File: config.mk
export PLATFORM = sky130hd
export DESIGN_NAME = instr_fetch_unit
export DESIGN_NICKNAME = d
export VERILOG_FILES = /design/src/rtl/instr_fetch_unit_pkg.sv /design/src/rtl/instr_fetch_unit_fifo.sv /design/src/rtl/instr_fetch_unit.sv
export SDC_FILE = /design/constraint.sdc
export NUM_CORES = 1
export LEC_CHECK = 0
export ABC_AREA = 0
export BUFFER_PORTS_ARGS = -buffer_cell sky130_fd_sc_hd__buf_2
export CORE_ASPECT_RATIO = 2
export CORE_MARGIN = 3
export CORE_UTILIZATION = 46
export CTS_CLUSTER_DIAMETER = 80
export DETAILED_ROUTE_END_ITERATION = 6
export PLACE_DENSITY = 0.65
export SYNTH_ARGS = -nofsm -noshare
export SYNTH_HDL_FRONTEND = slang
export SYNTH_SLANG_ARGS = --single-unit
export TNS_END_PERCENT = 20
File: constraint.sdc
create_clock -name clk -period 2.5 [get_ports clk]
set_input_delay 0.375 -clock clk [delete_from_list [all_inputs] [get_ports clk]]
set_output_delay 0.375 -clock clk [all_outputs]
set_load 0.02 [all_outputs]
File: src/rtl/instr_fetch_unit_pkg.sv
// Shared widths, defaults and the fetch-queue entry layout
// for the instruction fetch unit.
package instr_fetch_unit_pkg;

  localparam int PC_W      = 8;
  localparam int INSTR_W   = 32;
  localparam int PC_STEP   = 4;
  localparam int DEPTH_DEF = 4;

  typedef struct packed {
    logic [INSTR_W-1:0] instr;
    logic [PC_W-1:0]    pc;
  } fq_entry_t;

  function automatic logic [PC_W-1:0] pc_inc(
    input logic [PC_W-1:0] pc
  );
    return pc + PC_W'(PC_STEP);
  endfunction

endpackage

File: src/rtl/instr_fetch_unit_fifo.sv
// Fetch queue: DEPTH entries of {instr, pc+4}, wrap-around pointers,
// occupancy count and a single-cycle flush.
module fetch_fifo
  import instr_fetch_unit_pkg::*;
#(
  parameter int DEPTH = DEPTH_DEF
) (
  input  logic                       clk,
  input  logic                       rst_n,
  input  logic                       flush,
  input  logic                       push,
  input  logic                       pop,
  input  fq_entry_t                  wdata,
  output fq_entry_t                  rdata,
  output logic [$clog2(DEPTH):0]     count,
  output logic                       full
);

  localparam int AW = $clog2(DEPTH);
  localparam int CW = AW + 1;

  fq_entry_t       mem_q [DEPTH];
  logic [AW-1:0]   wr_q, wr_d;
  logic [AW-1:0]   rd_q, rd_d;
  logic [CW-1:0]   cnt_q, cnt_d;

  always_comb begin
    wr_d  = wr_q;
    rd_d  = rd_q;
    cnt_d = cnt_q;
    if (flush) begin
      wr_d  = '0;
      rd_d  = '0;
      cnt_d = '0;
    end else begin
      if (push) wr_d = wr_q + AW'(1);
      if (pop)  rd_d = rd_q + AW'(1);
      unique case ({push, pop})
        2'b10:   cnt_d = cnt_q + CW'(1);
        2'b01:   cnt_d = cnt_q - CW'(1);
        default: cnt_d = cnt_q;
      endcase
    end
  end

  always_ff @(posedge clk or negedge rst_n) begin
    if (!rst_n) begin
      wr_q  <= '0;
      rd_q  <= '0;
      cnt_q <= '0;
    end else begin
      wr_q  <= wr_d;
      rd_q  <= rd_d;
      cnt_q <= cnt_d;
    end
  end

  // storage needs no reset: the count alone says what is live
  always_ff @(posedge clk) begin
    if (push && !flush) mem_q[wr_q] <= wdata;
  end

  assign rdata = mem_q[rd_q];
  assign count = cnt_q;
  assign full  = (cnt_q == CW'(DEPTH));

endmodule

File: src/rtl/instr_fetch_unit.sv
// Instruction fetch: PC sequencing, epoch-tagged single-cycle memory
// requests and a decoupling queue towards decode.
module instr_fetch_unit
  import instr_fetch_unit_pkg::*;
#(
  parameter int              DEPTH    = DEPTH_DEF,
  parameter logic [PC_W-1:0] RESET_PC = 8'h00
) (
  input  logic               clk,
  input  logic               rst_n,
  output logic               imem_req,
  output logic [PC_W-1:0]    imem_addr,
  input  logic               imem_valid,
  input  logic [INSTR_W-1:0] imem_data,
  input  logic               redirect,
  input  logic [PC_W-1:0]    redirect_pc,
  input  logic               stall,
  output logic               out_valid,
  output logic [INSTR_W-1:0] out_instr,
  output logic [PC_W-1:0]    out_pc
);

  localparam int CW = $clog2(DEPTH) + 1;

  logic [PC_W-1:0] pc_q, pc_d;
  logic [PC_W-1:0] req_pc_q, req_pc_d;
  logic            epoch_q, epoch_d;
  logic            req_ep_q, req_ep_d;
  logic            outst_q, outst_d;

  logic [CW-1:0]   count;
  logic [CW:0]     occ;
  logic            full;
  logic            push, pop;
  fq_entry_t       wdata, rdata;
  logic            unused_bits;

  assign unused_bits = ^redirect_pc[1:0];

  always_comb begin
    occ       = {1'b0, count} + (CW+1)'(outst_q);
    imem_req  = rst_n && !redirect && (occ < (CW+1)'(DEPTH));
    imem_addr = pc_q;

    // stale-epoch responses belong to a flushed stream
    push = imem_valid && outst_q && (req_ep_q == epoch_q) && !redirect;
    pop  = out_valid && !stall && !redirect;

    wdata.instr = imem_data;
    wdata.pc    = pc_inc(req_pc_q);

    pc_d     = pc_q;
    epoch_d  = epoch_q ^ redirect;
    outst_d  = imem_req;
    req_ep_d = epoch_q;
    req_pc_d = pc_q;
    if (redirect) pc_d = {redirect_pc[PC_W-1:2], 2'b00};
    else if (imem_req) pc_d = pc_inc(pc_q);
  end

  always_ff @(posedge clk or negedge rst_n) begin
    if (!rst_n) begin
      pc_q     <= RESET_PC;
      req_pc_q <= RESET_PC;
      epoch_q  <= 1'b0;
      req_ep_q <= 1'b0;
      outst_q  <= 1'b0;
    end else begin
      pc_q     <= pc_d;
      req_pc_q <= req_pc_d;
      epoch_q  <= epoch_d;
      req_ep_q <= req_ep_d;
      outst_q  <= outst_d;
    end
  end

  fetch_fifo #(.DEPTH(DEPTH)) u_fifo (
    .clk   (clk),
    .rst_n (rst_n),
    .flush (redirect),
    .push  (push),
    .pop   (pop),
    .wdata (wdata),
    .rdata (rdata),
    .count (count),
    .full  (full)
  );

  always_comb begin
    out_valid = (count != '0);
    out_instr = out_valid ? rdata.instr : '0;
    out_pc    = out_valid ? rdata.pc : '0;
  end

  a_no_resp_when_full: assert property (
    @(posedge clk) disable iff (!rst_n) !(imem_valid && full)
  );

endmodule

==> qor.csv, run 1 <==
metric;value;unit
drt_pass1_iterations;4;
peakVddDrop;0.644;mV
maxCapViolations;0;
synthFlopType;edfxtp_1;
syn_avg_cell_area;19.0;um^2
r2r_cells;7;
finalSetupTns;0;ns
die_width;93.4;um
synth-seq-cells;174;
r2r_end;u_fifo.count[1];
drcViolationCount;0;
yosysTopAreaCell;edfxtp_1;
cts_tree;yes;
dp.final_hpwl;7910;um
finalClockSkew;0.0107;ns
wl_met2;7260;um
die_area;0.0169;mm^2
synth-edff-count;152;
layout.nets;523;
cts.sinks;174;
mostFrequentLayoutCell;edfxtp_1;
power_density;898;mW/mm^2
gp_congestion;0.773;
root_buffer;clkbuf_16;
port_buffers;88;
utilization;55.7;%
rr_startpoint;epoch_q;
rows;63;
ys_top_cells_by_area;edfxtp_1 (65%), mux4_2 (12%), dfrtp_1 (7.8%);
multi_input_area;0.00174;mm^2
die_h;181;um
end_kind;output port;
register_area;0.00512;mm^2
slew_viol_final;0;
synth_top_area_share;64.9;%
crit_path_end;out_instr[25];
wirelength_met1;4760;um
antenna_found_initial;0;
p_leak;2.94;nW
cts_buffers;17;
fmax;418;MHz
routed.top_layer;met4;
grt_pass1_wl;20300;um
rsz0062_at_grt;no;
grt.total_usage;16.0;%
worstPathArrival;2.02;ns
cts_htree_levels;4;
crit_required;2.12;ns
cp-start-kind;register;
area.growth.synth_to_final;18.2;%
min_period;2.39;ns
syn_inst;369;
hp-class;in -> reg;
drive_gt1_share;37.8;%
synthArstFlopShare;12.6;%
r2r_slack;0.28;ns
finalSetupViolCount;0;
via_per_inst;5.36;
cp-startpoint;u_fifo.rd_q[0];
initial_core_util;47.2;%
finalHoldViolations;0;
wirelength;12700;um
yosysUniqueCellTypes;46;
path_clk_slew;0.06;ns
core;0.0149;mm^2
final_cell_mix;edfxtp_1 (152), buf_2 (88), nor2b_1 (39), mux4_2 (38), dfrtp_1 (20);
cts.path.max_buffers;2;
drtAntennaViolNets;0;
wl_per_cell;18.7;um
ys_seq_area_share;72.8;%
ys_warn_count;0;
ios;95;
grt_max_degree;48;
grt_pass1_vias;3852;
wl_met3;456;um
insertion_delay;0.41;ns
first_iter_violations;154;
status;complete, no violations;
finalCritPeriodShare;95.6;%
fillCellCount;1174;
overflow;0;
crit_fanout;23;
diodes;0;
vias;3637;
critPathKind;reg -> out;
netlist_area;0.00703;mm^2
[power by group]
part	total, W	internal [W]	switching, W
Combinational	0.00160	0.000666	0.000930
Clock	0.00247	0.00139	0.00108
Sequential	0.00338	0.00328	0.000105
Total	0.00745	0.00534	0.00212
[cells by family (layout without fill, tap and decap cells)]
| family | after synthesis | count (layout) | share of synthesized area [%] |
|---|---|---|---|
| compound gates | 23 | 23 | 2.21 |
| xor+xnor | 10 | 10 | 1.35 |
| fa+ha+maj | 7 | 7 | 1.35 |
| buf+inv | 29 | 141 | 2.87 |
| flops | 174 | 174 | 72.8 |
| mux | 39 | 39 | 12.3 |
| other cells | 1 | 4 | 0.0533 |
| simple gates | 86 | 86 | 7.08 |
[registers in the layout, indices dropped and copies added, names as in the netlist]
register and count:
u_fifo.mem_q 152, imem_addr 6, req_pc_q 6, u_fifo.count 3
u_fifo.rd_q 2, u_fifo.wr_q 2, epoch_q 1, outst_q 1
req_ep_q 1
[layout make-up]
| type | count | area share, % |
|---|---|---|
| timing repair buffer | 103 | 7.49 |
| clock inverter | 13 | 1.58 |
| inverter | 6 | 0.271 |
| clock buffer | 19 | 5.21 |
| sequential | 174 | 61.6 |
| tap | 195 | 2.94 |
| multi-input combinational | 169 | 20.9 |
[worst max-delay path, cell delays in order (launching register included)]
cell	delay [ns]
dfrtp_2	0.48
buf_12	0.25
mux4_2	0.52
nor2b_1	0.16
buf_2	0.18
[Yosys cell counts (all sizes together), types with 2 or more instances]
library cell / n
inv: 6
nand2: 13
nor3b: 2
nor2: 9
o311ai: 2
o21ai: 5
a31oi: 4
buf: 16
a221o: 2
and3: 4
and2: 4
nor4: 2
xor2: 4
nand3: 7
clkbuf: 7
nor2b: 40
a21oi: 5
edfxtp: 152
xnor2: 6
dfrtp: 22
nor3: 2
ha: 6
mux4: 38
[through the flow]
stage                     hold slack, ns  instances  setup WS [ns]  instance area [um^2]  power [W]
after floorplan                   0.0794        372          0.189                  7040    0.00459
after global placement             0.245        644          0.425                  7710    0.00502
after detailed placement           0.255        644          0.289                  7710    0.00506
after CTS                          0.157        677        0.00431                  8290    0.00754
after global routing               0.160        679        0.00263                  8310    0.00779
final                              0.176        679          0.110                  8310    0.00745
[how the worst min path moves through the flow]
stage | start | endpoint | slack [ns] | cells past startpoint
floorplan | rst_n | epoch_q | 0.08 | 0
global placement | rst_n | imem_addr[4] | 0.25 | 1
detailed placement | rst_n | imem_addr[6] | 0.25 | 1
CTS | redirect_pc[3] | imem_addr[3] | 0.16 | 3
global route | imem_data[11] | u_fifo.mem_q[2][19] | 0.16 | 1
finish | redirect_pc[3] | imem_addr[3] | 0.18 | 3
[repair_timing]
item / CTS / global route
endpoints found under the setup margin: 0 / 22
hold endpoints to repair: 9 / 0
setup buffers: 0 / 2
hold buffers: 1 / 0
resized for setup: 0 / 1
[layer usage]
metal | vias to the layer above | global-route usage [%]
met2 | 88 | 28.3
met1 | 1891 | 18.6
met5 | - | 0
met3 | 15 | 3.67
met4 | 0 | 6.22
li1 | 1643 | -
Note: power is estimated with default switching activity, not from simulation.
==> inputs of run 2 (changes only) <==
Settings changed: RECOVER_POWER set to 50, TNS_END_PERCENT 20 to 50.
==> run 2 against run 1 <==
Net effect: die area is the same; worst setup slack lost 0.011 ns; fmax shrank 0.48%; first-iteration DRC count grew 24%; clock power is essentially flat; global-route usage is the same; worst hold slack lost 0.0066 ns; flip-flop and latch count is the same; largest cell class unchanged; highest routed layer unchanged.
==> qor.csv, run 2 (same netlist as run 1, synthesis figures left out) <==
metric;value;unit
path_clk_slew;0.06;ns
initial_core_util;47.2;%
die_h;181;um
critPathKind;reg -> out;
wirelength;12700;um
gp_congestion;0.773;
tightest_slew;0.724;ns
slew_headroom;51.7;%
antenna_found_initial;0;
drt_pass1_iterations;4;
fillCellCount;1193;
first_iter_violations;191;
regMostFlops;u_fifo.mem_q;
cts_buffers;17;
slew_viol_final;0;
drcViolationCount;0;
rows;63;
peakVddDrop;0.645;mV
cts_htree_levels;4;
status;complete, no violations;
finalSetupViolCount;0;
finalSetupTns;0;ns
core;0.0149;mm^2
root_buffer;clkbuf_16;
final_cell_count_no_fill;679;
worstPathArrival;2.03;ns
cts.path.max_buffers;2;
die_area;0.0169;mm^2
layout.nets;523;
grt_max_degree;48;
final_cell_mix;edfxtp_1 (152), buf_2 (50), clkbuf_1 (41), nor2b_1 (39), mux4_2 (38);
power_density;902;mW/mm^2
port_buffers;88;
dp.cells;644;
largest_reg_flops;152;
ios;95;
fmax;416;MHz
overflow;0;
drive_gt1_share;29.5;%
rsz0062_at_grt;no;
grt.total_usage;16.0;%
finalCritPeriodShare;96.1;%
finalHoldViolations;0;
cp-startpoint;u_fifo.rd_q[0];
diodes;0;
insertion_delay;0.41;ns
via_per_inst;5.33;
drtAntennaViolNets;0;
die_width;93.4;um
finalClockSkew;0.0112;ns
area.growth.synth_to_final;17.4;%
vias;3616;
wl_per_cell;18.8;um
rr_startpoint;epoch_q;
dp.final_hpwl;7910;um
p_total;0.00745;W
crit_fanout;23;
hp-class;in -> reg;
cts_tree;yes;
crit_required;2.12;ns
end_kind;output port;
grt_pass1_wl;20300;um
cts.sinks;174;
min_period;2.40;ns
maxCapViolations;0;
hold_path_startpoint;redirect_pc[3];
mostFrequentLayoutCell;edfxtp_1;
cp-start-kind;register;
p_leak;2.83;nW
grt_pass1_vias;3852;
run 2: changes by cell type in the layout (fill, tap and decap cells not counted):
cell	change
o311ai_1	-2
o21ai_0	+1
inv_2	-1
o311ai_0	+2
buf_2	-38
clkbuf_1	+39
o21ai_1	-1
buf_4	-1
inv_1	+1
run 2: cell type report:
| cell class | count | area [um^2] | area share, % |
|---|---|---|---|
| sequential | 174 | 5120 | 62.0 |
| tap | 195 | 244 | 2.96 |
| multi-input combinational | 169 | 1740 | 21.0 |
| timing repair buffer | 103 | 571 | 6.91 |
| clock inverter | 13 | 131 | 1.59 |
| inverter | 6 | 22.5 | 0.273 |
| clock buffer | 19 | 433 | 5.24 |
run 2: final timing paths:
| path | slack, ns | cells past startpoint | endpoint |
|---|---|---|---|
| min in group asynchronous | 0.36 | 2 | imem_addr[6] |
| worst max-delay path | 0.1 | 4 | out_instr[25] |
| worst min register to register | 0.46 | 0 | req_pc_q[7] |
| worst max register to register | 0.28 | 7 | u_fifo.count[1] |
| max in group asynchronous | 1.18 | 3 | u_fifo.rd_q[0] |
| worst min-delay path | 0.17 | 3 | imem_addr[3] |
run 2: timing repair:
| item | in CTS | in global routing |
|---|---|---|
| hold buffers | 1 | 0 |
| hold endpoints to repair | 9 | 0 |
| gates resized for setup | 0 | 1 |
| setup endpoints to repair | 0 | 22 |
| buffers inserted | 0 | 2 |
run 2: per-stage QoR:
step                util, %  hold slack [ns]  setup WS (ns)  cell area, um^2
finish                 55.4            0.170         0.0983             8250
global route           55.4            0.171        0.00263             8250
CTS                    55.6            0.157        0.00431             8290
detailed placement     51.8            0.255          0.289             7710
global placement       51.8            0.245          0.425             7710
floorplan                 -           0.0794          0.189             7040
run 2: worst max-delay path, stage by stage (launching register included):
cell and delay (ns):
dfrtp_2 0.48, buf_12 0.26, mux4_2 0.52, nor2b_1 0.16, buf_2 0.18
run 2: where the power goes:
part	total, W	switching (W)	internal, W	leakage, nW
sequential	0.00338	0.000105	0.00328	1.64
combinational	0.00159	0.000932	0.000654	0.922
clock	0.00248	0.00108	0.00139	0.266
run 2: metal layers:
metal  global-route usage, %  share of wire, %  vias to the layer above
met4                    6.22               1.7                        0
met1                    18.6                38                     1883
met5                       0                 0                        -
met3                    3.67               3.5                       15
li1                        -                 -                     1644
met2                    28.3                57                       74
